<file path="src/rtl/uart_rx_word_packer_pkg.sv">
// Shared UART constants and packer types for the receive word packer.
package uart_rx_word_packer_pkg;

  localparam int UART_CLKS_PER_BIT = 87;
  localparam int UART_WORD_BYTES   = 4;
  localparam int UART_BYTE_W       = 8;
  localparam int UART_WORD_W       = UART_WORD_BYTES * UART_BYTE_W;
  localparam int UART_CNT_W        = 2;

  typedef enum logic {
    PACK_EMPTY = 1'b0,
    PACK_FILL  = 1'b1
  } pack_state_t;

endpackage

</file>
<file path="src/rtl/uart_rx_word_packer_sync_fifo.sv">
// First-word fall-through synchronous FIFO; head reads as 0 while empty.
module uart_rx_word_packer_sync_fifo #(
  parameter int WIDTH = 32,
  parameter int DEPTH = 4
) (
  input  logic             clk,
  input  logic             rst_n,
  input  logic             wr_en,
  input  logic [WIDTH-1:0] wr_data,
  input  logic             rd_en,
  output logic [WIDTH-1:0] rd_data,
  output logic             empty,
  output logic             full
);

  localparam int AW = $clog2(DEPTH);

  logic [WIDTH-1:0] mem [DEPTH];
  logic [AW-1:0]    wr_ptr;
  logic [AW-1:0]    rd_ptr;
  logic [AW:0]      count;
  logic             do_rd;
  logic             do_wr;

  // A full FIFO still accepts a write when the same cycle pops the head.
  assign empty   = (count == '0);
  assign full    = (count == (AW+1)'(DEPTH));
  assign do_rd   = rd_en && !empty;
  assign do_wr   = wr_en && (!full || do_rd);
  assign rd_data = empty ? {WIDTH{1'b0}} : mem[rd_ptr];

  // Pointer and occupancy tracking.
  always_ff @(posedge clk) begin
    if (!rst_n) begin
      wr_ptr <= '0;
      rd_ptr <= '0;
      count  <= '0;
    end else begin
      if (do_wr) wr_ptr <= wr_ptr + AW'(1);
      if (do_rd) rd_ptr <= rd_ptr + AW'(1);
      case ({do_wr, do_rd})
        2'b10:   count <= count + (AW+1)'(1);
        2'b01:   count <= count - (AW+1)'(1);
        default: count <= count;
      endcase
    end
  end

  // Storage array.
  always_ff @(posedge clk) begin
    if (do_wr) mem[wr_ptr] <= wr_data;
  end

endmodule

</file>
<file path="src/rtl/uart_rx_word_packer.sv">
// Packs uart_rx bytes into 32-bit words (LSB byte first) and queues them in a word FIFO.
// Optional partial-word timeout: define UART_RX_PACK_TIMEOUT_EN.
module uart_rx_word_packer
  import uart_rx_word_packer_pkg::*;
#(
  parameter int FIFO_DEPTH   = 4,
  parameter int TIMEOUT_CLKS = 40 * UART_CLKS_PER_BIT
) (
  input  logic                   i_Clock,
  input  logic                   i_Rst_n,
  input  logic                   i_Rx_DV,
  input  logic [UART_BYTE_W-1:0] i_Rx_Byte,
  input  logic                   i_Rd_En,
  input  logic                   i_Clr_Err,
  output logic [UART_WORD_W-1:0] o_Word,
  output logic                   o_Word_Valid,
  output logic                   o_Fifo_Full,
  output logic [UART_CNT_W-1:0]  o_Byte_Cnt,
  output logic                   o_Overflow,
  output logic                   o_Timeout
);

  if ((FIFO_DEPTH < 2) || ((FIFO_DEPTH & (FIFO_DEPTH - 1)) != 0) || (TIMEOUT_CLKS < 1)) begin : g_bad_cfg
    $error("uart_rx_word_packer: FIFO_DEPTH must be a power of 2 >= 2, TIMEOUT_CLKS >= 1");
  end

  pack_state_t            state;
  pack_state_t            state_nxt;
  logic [UART_CNT_W-1:0]  cnt;
  logic [UART_CNT_W-1:0]  cnt_nxt;
  logic [UART_WORD_W-1:0] asm_word;
  logic [UART_WORD_W-1:0] asm_nxt;
  logic [UART_WORD_W-1:0] push_word;
  logic                   push;
  logic                   timeout_hit;
  logic                   ovf_set;
  logic                   fifo_empty;
  logic                   fifo_full;

`ifdef UART_RX_PACK_TIMEOUT_EN
  localparam int TMO_W = $clog2(TIMEOUT_CLKS + 1);
  logic [TMO_W-1:0] tmo_cnt;

  // Idle clocks since the last byte of a partial word; fires TIMEOUT_CLKS clocks after it.
  assign timeout_hit = (state == PACK_FILL) && (tmo_cnt == TMO_W'(TIMEOUT_CLKS - 1));

  always_ff @(posedge i_Clock) begin
    if (!i_Rst_n) begin
      tmo_cnt <= '0;
    end else if (i_Rx_DV || (state == PACK_EMPTY) || timeout_hit) begin
      tmo_cnt <= '0;
    end else begin
      tmo_cnt <= tmo_cnt + TMO_W'(1);
    end
  end
`else
  assign timeout_hit = 1'b0;
`endif

  // Packer next state: a timeout discards the partial word, and a byte in that cycle is byte 0.
  always_comb begin
    state_nxt = state;
    cnt_nxt   = cnt;
    asm_nxt   = asm_word;
    push      = 1'b0;
    push_word = {UART_WORD_W{1'b0}};
    if (timeout_hit) begin
      if (i_Rx_DV) begin
        state_nxt = PACK_FILL;
        cnt_nxt   = UART_CNT_W'(1);
        asm_nxt   = {{(UART_WORD_W-UART_BYTE_W){1'b0}}, i_Rx_Byte};
      end else begin
        state_nxt = PACK_EMPTY;
        cnt_nxt   = '0;
        asm_nxt   = {UART_WORD_W{1'b0}};
      end
    end else if (i_Rx_DV) begin
      if (cnt == UART_CNT_W'(UART_WORD_BYTES - 1)) begin
        push      = 1'b1;
        push_word = {i_Rx_Byte, asm_word[UART_WORD_W-UART_BYTE_W-1:0]};
        state_nxt = PACK_EMPTY;
        cnt_nxt   = '0;
        asm_nxt   = {UART_WORD_W{1'b0}};
      end else begin
        asm_nxt[{cnt, 3'b000} +: UART_BYTE_W] = i_Rx_Byte;
        state_nxt = PACK_FILL;
        cnt_nxt   = cnt + UART_CNT_W'(1);
      end
    end else begin
      state_nxt = state;
    end
  end

  // Packer state, byte count and assembly register.
  always_ff @(posedge i_Clock) begin
    if (!i_Rst_n) begin
      state    <= PACK_EMPTY;
      cnt      <= '0;
      asm_word <= '0;
    end else begin
      state    <= state_nxt;
      cnt      <= cnt_nxt;
      asm_word <= asm_nxt;
    end
  end

  // A full FIFO is never empty, so a coinciding read always frees a slot.
  assign ovf_set = push && fifo_full && !i_Rd_En;

  // Sticky error flags; a new error beats a simultaneous clear.
  always_ff @(posedge i_Clock) begin
    if (!i_Rst_n) begin
      o_Overflow <= 1'b0;
      o_Timeout  <= 1'b0;
    end else begin
      if (ovf_set)        o_Overflow <= 1'b1;
      else if (i_Clr_Err) o_Overflow <= 1'b0;
      else                o_Overflow <= o_Overflow;
      if (timeout_hit)    o_Timeout  <= 1'b1;
      else if (i_Clr_Err) o_Timeout  <= 1'b0;
      else                o_Timeout  <= o_Timeout;
    end
  end

  uart_rx_word_packer_sync_fifo #(
    .WIDTH (UART_WORD_W),
    .DEPTH (FIFO_DEPTH)
  ) u_fifo (
    .clk     (i_Clock),
    .rst_n   (i_Rst_n),
    .wr_en   (push),
    .wr_data (push_word),
    .rd_en   (i_Rd_En),
    .rd_data (o_Word),
    .empty   (fifo_empty),
    .full    (fifo_full)
  );

  assign o_Word_Valid = !fifo_empty;
  assign o_Fifo_Full  = fifo_full;
  assign o_Byte_Cnt   = cnt;

endmodule

</file>
<file path="config.mk">
export PLATFORM = sky130hd
export DESIGN_NAME = uart_rx_word_packer
export DESIGN_NICKNAME = d
export VERILOG_FILES = /design/src/rtl/uart_rx_word_packer_pkg.sv /design/src/rtl/uart_rx_word_packer_sync_fifo.sv /design/src/rtl/uart_rx_word_packer.sv
export SDC_FILE = /design/constraint.sdc
export NUM_CORES = 1
export LEC_CHECK = 0
export BUFFER_PORTS_ARGS = -buffer_cell sky130_fd_sc_hd__buf_2
export CAP_MARGIN = 20
export CORE_ASPECT_RATIO = 1.2
export CORE_MARGIN = 2
export CORE_UTILIZATION = 40
export CTS_CLUSTER_DIAMETER = 100
export DETAILED_ROUTE_END_ITERATION = 8
export PLACE_DENSITY = 0.53
export SYNTH_ARGS = -nofsm -noshare
export SYNTH_HDL_FRONTEND = slang
export SYNTH_SLANG_ARGS = --single-unit
</file>
<file path="constraint.sdc">
create_clock -name i_Clock -period 5.8 [get_ports i_Clock]
set_clock_uncertainty 0.15 [all_clocks]
set_input_delay 0.58 -clock i_Clock [delete_from_list [all_inputs] [get_ports i_Clock]]
set_output_delay 0.58 -clock i_Clock [all_outputs]
set_load 0.03 [all_outputs]
</file>
==> summary.txt, run 1 <==
Area leader, netlist = edfxtp_1
# Post-CTS Setup Buffers = 0
IO Pins = 51
Setup WS post-layout = 2590 ps
Hold path endpoint = asm_word[23]
Detailed Route WL = 12.8 mm
Hold buffers post-CTS = 0
RSZ-0062 raised after global routing = no
CP startpoint kind = flip-flop
Commonest non-fill, non-tap cell in the layout = edfxtp_1
Number of enable flip-flop cells after synthesis = 128
Root buf cell = clkbuf_16
Share of the synthesized area in the top cell type = 0.587
Final setup viols = 0
Largest net degree at the start of global routing = 42
CTS tree = built
Vias in the first global route = 3512
Final instance area = 0.00765 sq mm
Sequential cell area fraction in the yosys report = 0.697
Crit path time final = 3210 ps
Setup crit end kind = output port
Syn Area/Cell = 17.2 sq um
Gpl congestion = 0.690
Maxcap violations = 0
Layout Nets = 456
Final hold slack = 303 ps
Die area = 0.0174 sq mm
Initial core utilization = 0.406
Cell Count, Final, Fillers Out = 657
Final Max Slew Viols = 0
Antenna Diode Count = 0
Critical Path Fanout Max = 17
Detailed-route DRC error count = 0
Routed vias = 3346
Congestion Overflow GR = 0
Max Clk Rate = 311 MHz
Final period utilization = 0.554
RR Startpoint = o_Byte_Cnt[0]
Ranking of synthesized cells by area = edfxtp_1 (59%), dfxtp_1 (11%), mux4_2 (11%), a22o_1 (3.2%), nor2b_1 (3.2%)
Clk_lat worst skew = 420 ps
Storage cell area = 0.00457 sq mm
Hold Path Class = in -> reg
Most frequent cells in the layout = edfxtp_1 (128), buf_2 (49), dfxtp_1 (35)
Critical path arrival = 2480 ps
Peak supply drop = 178 uV
Yosys warns = 0
Synth unique cells = 35
Die Y = 144 um
Flops & latches, synth = 164
Initial antenna violation count = 0
H-tree Lvls = 4
Mapped Cells = 380
Status = finished, final reports clean
# clock sinks = 164
Total GRT Usage = 0.159
Row count = 51
Placed Cells = 624
Final TNS setup = 0 ps
Multi-input logic area = 0.00181 sq mm
Placed inst area = 0.00698 sq mm
TritonRoute pass-1 iters = 4
Clk slew on worst S/H paths = 70 ps
Hold path start = i_Rx_Byte[7]
First-iteration detailed-routing DRC count = 257
Core footprint = 0.0161 sq mm
Area growth syn-to-layout = 16.8%
Transition time at the pin with the least slew margin = 938 ps
Routed vias/inst = 5.09
Post-CTS resize count = 0
Fill cells = 1419
Worst R2R Setup Slack = 2740 ps
DP Worst Slack = 2200 ps
Global-route wire length before repair = 20.2 mm
DR WL/cell = 19.4 um
Slew HR = 0.374
Top FF cell, synth = edfxtp_1
Port Buf Inserts = 49
Worst hold path cell count = 2
Num CTS Buffers = 17
Worst R2R Path Depth = 6
Final hold vios = 0
Required @ worst endpoint = 5070 ps
Total leakage power = 2.75 nW
Pwr dens = 341 mW/mm^2
HPWL Detailed = 8.20 mm
Syn Nets = 404
Synth Cell Area = 0.00655 sq mm
Crit path kind = reg -> out
DRT antenna net count = 0
Longest Clk Path Bufs = 2
Die width = 121 um
Ys async rst share = 0
Layout cells sized above 1 = 0.279
Crit Reg-Reg Endpoint = u_fifo.mem[0][23]
==> per-layer routing <==
metal | GRT usage | wire length, um | up-vias
met2 | 0.267 | 6700 | 70
met3 | 0.0379 | 483 | 9
met1 | 0.203 | 5450 | 1688
met5 | 0 | 0 | -
li1 | - | - | 1579
met4 | 0.0514 | 127 | 0
==> sequential cells by signal, indices dropped and copies added, names as in the netlist, named ones only <==
register       cells
o_Overflow         1
asm_word          24
u_fifo.wr_ptr      2
u_fifo.rd_ptr      2
u_fifo.mem       128
o_Byte_Cnt         2
u_fifo.count       3
==> report_power, final <==
| group | internal (mW) | switching [mW] |
|---|---|---|
| combinational | 0.0520 | 0.0867 |
| sequential | 1.26 | 0.00823 |
| clock | 0.734 | 0.471 |
==> per-stage QoR <==
step | utilization | total power, mW
final | 0.474 | 2.61
after global routing | 0.474 | 2.70
after CTS | 0.472 | 2.64
after detailed placement | 0.432 | 1.43
after global placement | 0.432 | 1.43
after floorplan | - | 1.39
==> layout make-up <==
type / instances / share of cell area
Sequential cell: 164 / 0.597
Inverter: 12 / 0.00589
Clock buffer: 18 / 0.0561
Tap cell: 212 / 0.0347
Multi-Input combinational cell: 180 / 0.236
Clock inverter: 14 / 0.0280
Timing Repair Buffer: 57 / 0.0422
==> kinds of logic (layout without fill, tap and decap cells) <==
| family | count (synthesis) | after routing | share of synthesized area |
|---|---|---|---|
| other cells | 1 | 1 | 0.000573 |
| mux | 34 | 34 | 0.113 |
| fa+ha+maj | 11 | 11 | 0.0222 |
| xor+xnor | 2 | 2 | 0.00268 |
| flops | 164 | 164 | 0.697 |
| simple gates | 94 | 94 | 0.0900 |
| buf+inv | 36 | 101 | 0.0281 |
| compound gates | 38 | 38 | 0.0464 |
==> critical path, stage by stage, from the launching register on <==
cell	delay (ps)
dfxtp_1	930
buf_4	410
mux4_2	360
nor2b_1	140
buf_2	190
==> Yosys cell counts, drive strengths merged (4+ instances only) <==
master  number
edfxtp     128
dfxtp       36
nor2b       33
and3        32
mux4        32
a22o        24
buf         13
inv         12
clkbuf      11
ha          10
and2         8
nand2        8
o21ai        6
a21boi       4
==> how the worst max path moves through the flow <==
stage,to,slack (ps),cells after the start
CTS,u_fifo.mem[1][30],2180,5
global route,o_Word[17],2360,4
floorplan,u_fifo.mem[0][0],3120,6
global placement,u_fifo.mem[0][29],2310,5
finish,o_Word[30],2590,4
detailed placement,u_fifo.mem[1][29],2200,5
Power figures use the tool's default switching activity.
==> inputs of run 2 (changes only) <==
==> constraint.sdc (replaced) <==
create_clock -name i_Clock -period 3.3 [get_ports i_Clock]
set_clock_uncertainty 0.15 [all_clocks]
set_input_delay 0.33 -clock i_Clock [delete_from_list [all_inputs] [get_ports i_Clock]]
set_output_delay 0.33 -clock i_Clock [all_outputs]
set_load 0.03 [all_outputs]
==> summary.txt, run 2 (same netlist as run 1, synthesis figures left out) <==
HPWL Detailed = 8.16 mm (was 8.20 mm)
Congestion Overflow GR = 0 (unchanged)
Die width = 121 um (unchanged)
Hold path endpoint = asm_word[16] (was asm_word[23])
Row count = 51 (unchanged)
First-iteration detailed-routing DRC count = 129 (was 257)
Crit path time final = 2750 ps
Routed vias/inst = 5.20 (was 5.09)
Placed inst area = 0.00704 sq mm (was 0.00698 sq mm)
Placed Cells = 630 (was 624)
Final setup viols = 0 (unchanged)
Required @ worst endpoint = 2820 ps (was 5070 ps)
Detailed Route WL = 12.8 mm (about the same)
H-tree Lvls = 4 (unchanged)
RSZ-0062 raised after global routing = no (unchanged)
TritonRoute pass-1 iters = 4 (unchanged)
Layout cells sized above 1 = 0.287 (was 0.279)
Global routing's busiest layer = met2 (unchanged)
Final hold slack = 81.1 ps (was 303 ps)
Die Y = 144 um (unchanged)
Total GRT Usage = 0.158 (was 0.159)
Transition time at the pin with the least slew margin = 663 ps (was 938 ps)
Most frequent cells in the layout = edfxtp_1 (128), buf_2 (49), dfxtp_1 (35) (unchanged)
Root buf cell = clkbuf_16 (unchanged)
Worst R2R Setup Slack = 650 ps (was 2740 ps)
Top flop regs = u_fifo.mem: 128 flops, asm_word: 24 flops, u_fifo.count: 3 flops (unchanged)
Total leakage power = 2.75 nW (about the same)
Area growth syn-to-layout = 16.4% (was 16.8%)
Antenna Diode Count = 0 (unchanged)
Detailed-route DRC error count = 0 (unchanged)
M3 GR Usage = 0.0339 (was 0.0379)
DR WL/cell = 19.4 um (about the same)
# clock sinks = 164 (unchanged)
Vias in the first global route = 3643 (was 3512)
Cell Count, Final, Fillers Out = 662 (was 657)
Setup crit end kind = output port (unchanged)
Final Max Slew Viols = 0 (unchanged)
Final period utilization = 0.834
CTS tree = built (unchanged)
Final hold vios = 0 (unchanged)
Clk_lat worst skew = 420 ps (about the same)
Hold buffers post-CTS = 0 (unchanged)
Num CTS Buffers = 17 (unchanged)
Final TNS setup = 0 ps (unchanged)
Routed vias = 3440 (was 3346)
Largest net degree at the start of global routing = 42 (unchanged)
Worst hold path cell count = 2 (unchanged)
Peak supply drop = 307 uV (was 178 uV)
Crit Reg-Reg Endpoint = u_fifo.count[2] (was u_fifo.mem[0][23])
Global-route wire length before repair = 20.1 mm (was 20.2 mm)
Clk slew on worst S/H paths = 60 ps (was 70 ps)
Post-CTS resize count = 0 (unchanged)
Max FFs per register = 128 (unchanged)
Layout Nets = 461 (was 456)
Worst R2R Path Depth = 9 (was 6)
Max Clk Rate = 363 MHz
Pwr dens = 576 mW/mm^2 (was 341 mW/mm^2)
Initial antenna violation count = 0 (unchanged)
Critical path arrival = 2270 ps (was 2480 ps)
RR Startpoint = u_fifo.count[2] (was o_Byte_Cnt[0])
Die area = 0.0174 sq mm (unchanged)
Largest Register = u_fifo.mem (unchanged)
Hold path start = i_Rx_Byte[0] (was i_Rx_Byte[7])
Hold Path Class = in -> reg (unchanged)
Critical Path Fanout Max = 20 (was 17)
CP startpoint kind = flip-flop (unchanged)
Core footprint = 0.0161 sq mm (unchanged)
Slew HR = 0.557 (was 0.374)
Maxcap violations = 0 (unchanged)
Commonest non-fill, non-tap cell in the layout = edfxtp_1 (unchanged)
IO Pins = 51 (unchanged)
# Post-CTS Setup Buffers = 0 (unchanged)
DRT antenna net count = 0 (unchanged)
Status = finished, final reports clean (unchanged)
Gpl congestion = 0.696 (was 0.690)
Met2 Track Usage GR = 0.277 (was 0.267)
Final instance area = 0.00762 sq mm (was 0.00765 sq mm)
GR Util met1 = 0.197 (was 0.203)
Crit path kind = reg -> out (unchanged)
Initial core utilization = 0.406 (unchanged)
Longest Clk Path Bufs = 2 (unchanged)
Port Buf Inserts = 49 (unchanged)
-- run 2: stage by stage --
| step | setup slack [ps] | utilization | power, mW |
|---|---|---|---|
| 3_5_place_dp | 647 | 0.436 | 2.52 |
| 5_1_grt | 370 | 0.472 | 4.54 |
| 6_report | 547 | 0.472 | 4.39 |
| 4_1_cts | 454 | 0.472 | 4.43 |
| 2_1_floorplan | 619 | - | 2.45 |
| 3_3_place_gp | 764 | 0.436 | 2.52 |
-- run 2: how the worst max path moves through the flow --
stage,startpoint,to,slack [ps],cells after the start
floorplan,o_Byte_Cnt[0],u_fifo.mem[0][0],620,6
global placement,i_Rx_DV,u_fifo.count[2],760,10
detailed placement,i_Rx_DV,u_fifo.count[2],650,10
CTS,flip-flop,o_Word[30],450,4
global route,flip-flop,o_Word[30],370,4
finish,flip-flop,o_Word[30],550,4
-- run 2: layout make-up --
| class | instances | area (sq um) |
|---|---|---|
| Clock inverter | 14 | 154 |
| Inverter | 12 | 45.0 |
| Multi-Input combinational cell | 180 | 1810 |
| Sequential cell | 164 | 4570 |
| Tap cell | 212 | 265 |
| Clock buffer | 18 | 429 |
| Timing Repair Buffer | 62 | 355 |
| Fill cell | 1436 | 8520 |
-- run 2: worst max-delay path, cell delays in order, from the launching register on --
cell and delay [ps]:
dfxtp_2 660, buf_12 280, mux4_2 530, nor2b_1 150, buf_2 190
-- run 2: per-layer routing --
layer  wire (um)  vias up
li1            -     1583
met1        5400     1771
met2        6820       73
met3         462       13
met4         137        0
met5           0        -
-- run 2: report_power, final --
part	switching [mW]	internal, mW
combinational	0.154	0.0920
clock	0.792	1.12
sequential	0.0150	2.21
total	0.962	3.43
==> inputs of run 3 (changes only) <==
--- a/config.mk
+++ b/config.mk
@@ -12,7 +12,7 @@
 export CORE_UTILIZATION = 40
 export CTS_CLUSTER_DIAMETER = 100
 export DETAILED_ROUTE_END_ITERATION = 8
-export PLACE_DENSITY = 0.53
+export PLACE_DENSITY = 0.55
 export SYNTH_ARGS = -nofsm -noshare
 export SYNTH_HDL_FRONTEND = slang
 export SYNTH_SLANG_ARGS = --single-unit
==> constraint.sdc (replaced) <==
create_clock -name i_Clock -period 2.3 [get_ports i_Clock]
set_clock_uncertainty 0.15 [all_clocks]
set_input_delay 0.23 -clock i_Clock [delete_from_list [all_inputs] [get_ports i_Clock]]
set_output_delay 0.23 -clock i_Clock [all_outputs]
set_load 0.03 [all_outputs]
==> summary.txt, run 3 (same netlist as run 1, synthesis figures left out) <==
Critical path arrival = 1910 ps (was 2270 ps)
Status = finished, final reports clean (unchanged)
Vias in the first global route = 3586 (was 3643)
Root buf cell = clkbuf_16 (unchanged)
Met2 Track Usage GR = 0.260 (was 0.277)
Detailed Route WL = 12.8 mm (about the same)
Final period utilization = 0.998
Global routing's busiest layer = met2 (unchanged)
CP startpoint kind = flip-flop (unchanged)
Detailed-route DRC error count = 0 (unchanged)
Required @ worst endpoint = 1920 ps (was 2820 ps)
HPWL Detailed = 7.41 mm (was 8.16 mm)
Max FFs per register = 128 (unchanged)
Overall power = 6.36 mW (was 4.39 mW)
Largest Register = u_fifo.mem (unchanged)
Routed vias/inst = 5.13 (was 5.20)
CTS tree = built (unchanged)
Slew HR = 0.536 (was 0.557)
Placed Cells = 632 (was 630)
Internal power = 4.91 mW (was 3.43 mW)
Crit path kind = reg -> out (unchanged)
Clk pwr share = 0.425 (was 0.436)
IO Pins = 51 (unchanged)
Antenna Diode Count = 0 (unchanged)
Switching share of power = 0.229 (was 0.219)
Core footprint = 0.0161 sq mm (unchanged)
Transition time at the pin with the least slew margin = 694 ps (was 663 ps)
Hold Path Class = in -> reg (unchanged)
Die area = 0.0174 sq mm (unchanged)
TritonRoute pass-1 iters = 4 (unchanged)
Most frequent cells in the layout = edfxtp_1 (128), mux4_2 (32), and3_1 (32) (was edfxtp_1 (128), buf_2 (49), dfxtp_1 (35))
Crit path time final = 2290 ps
Initial antenna violation count = 0 (unchanged)
DR WL/cell = 18.9 um (was 19.4 um)
Die Y = 144 um (unchanged)
M3 GR Usage = 0.0402 (was 0.0339)
First-iteration detailed-routing DRC count = 172 (was 129)
# clock sinks = 164 (unchanged)
Hold path start = i_Rst_n (was i_Rx_Byte[0])
RSZ-0062 raised after global routing = yes (was no)
Gpl congestion = 0.760 (was 0.696)
Max Clk Rate = 436 MHz
Storage cell area = 0.00458 sq mm (was 0.00457 sq mm)
Layout cells sized above 1 = 0.353 (was 0.287)
Clk slew on worst S/H paths = 60 ps (about the same)
Layout Nets = 476 (was 461)
Final hold slack = 25.8 ps (was 81.1 ps)
Die width = 121 um (unchanged)
Top flop regs = u_fifo.mem: 128 flops, asm_word: 24 flops, u_fifo.count: 3 flops (unchanged)
Clk_lat worst skew = 420 ps (about the same)
Initial core utilization = 0.406 (unchanged)
Port Buf Inserts = 49 (unchanged)
Setup crit end kind = output port (unchanged)
Num CTS Buffers = 17 (unchanged)
Largest net degree at the start of global routing = 41 (was 42)
Flop pwr share = 0.502 (was 0.508)
H-tree Lvls = 4 (unchanged)
Row count = 51 (unchanged)
Cell Count, Final, Fillers Out = 677 (was 662)
Total leakage power = 2.96 nW (was 2.75 nW)
DRT antenna net count = 0 (unchanged)
Area growth syn-to-layout = 24.4% (was 16.4%)
Final hold vios = 0 (unchanged)
Final setup viols = 0 (unchanged)
GR Util met1 = 0.201 (was 0.197)
Fill cells = 1353 (was 1436)
Peak supply drop = 497 uV (was 307 uV)
Longest Clk Path Bufs = 2 (unchanged)
Critical Path Fanout Max = 8 (was 20)
Routed vias = 3473 (was 3440)
Final Max Slew Viols = 0 (unchanged)
Pwr dens = 781 mW/mm^2 (was 576 mW/mm^2)
Congestion Overflow GR = 0 (unchanged)
Commonest non-fill, non-tap cell in the layout = edfxtp_1 (unchanged)
Total GRT Usage = 0.156 (was 0.158)
Switching pwr = 1.46 mW (was 0.962 mW)
Core Util, Final = 0.504 (was 0.472)
Multi-input logic area = 0.00195 sq mm (was 0.00181 sq mm)
Combinational share of power = 0.073 (was 0.056)
Global-route wire length before repair = 19.9 mm (was 20.1 mm)
Maxcap violations = 0 (unchanged)
RR Startpoint = u_fifo.count[1] (was u_fifo.count[2])
[run 3: metal layers]
layer	share of wire	routed length, um
met5	0	0
met1	0.45	5790
met2	0.50	6380
met4	0.016	205
met3	0.032	403
[run 3: power by group through the flow]
| stage | Sequential (mW) | Combinational [mW] | Clock (mW) |
|---|---|---|---|
| after floorplan | 3.26 | 0.262 | 0 |
| after global placement | 3.26 | 0.378 | 0 |
| after detailed placement | 3.26 | 0.380 | 0 |
| after CTS | 3.19 | 0.407 | 2.76 |
| after global routing | 3.20 | 0.498 | 2.89 |
| final | 3.19 | 0.462 | 2.71 |
[run 3: critical path: stages (launching register included)]
cell     delay (ps)
dfxtp_4         480
buf_12          190
mux4_2          500
nor2b_1         140
buf_4           180
[run 3: cell type report]
type	count	area share
timing repair buffer	77	0.0897
inverter	12	0.00584
sequential	164	0.562
clock inverter	15	0.0180
tap	212	0.0326
multi-input combinational	180	0.240
clock buffer	17	0.0522
[run 3: path summary, 6_finish.rpt]
kind                endpoint  slack, ps  cells past startpoint
min            o_Byte_Cnt[0]         30                      2
min reg2reg     asm_word[20]        320                      1
max               o_Word[19]          5                      4
max reg2reg  u_fifo.count[2]         20                      9
[run 3: what timing repair did]
item	4_1_cts	5_1_grt
hold buffers	9	0
cloned	1	1
hold endpoints to repair	21	0
endpoints found under the setup margin	28	33
pin swaps	0	0
gates resized for setup	13	81
setup buffers	1	1
[run 3: through the flow]
step	instance area, sq um	setup TNS (ps)	setup slack (ps)
2_1_floorplan	6610	-26.4	-26.4
4_1_cts	7890	-154	-36.0
5_1_grt	8140	-1480	-61.7
3_3_place_gp	7170	0	74.2
6_report	8140	0	5.05
3_5_place_dp	7170	0	25.8
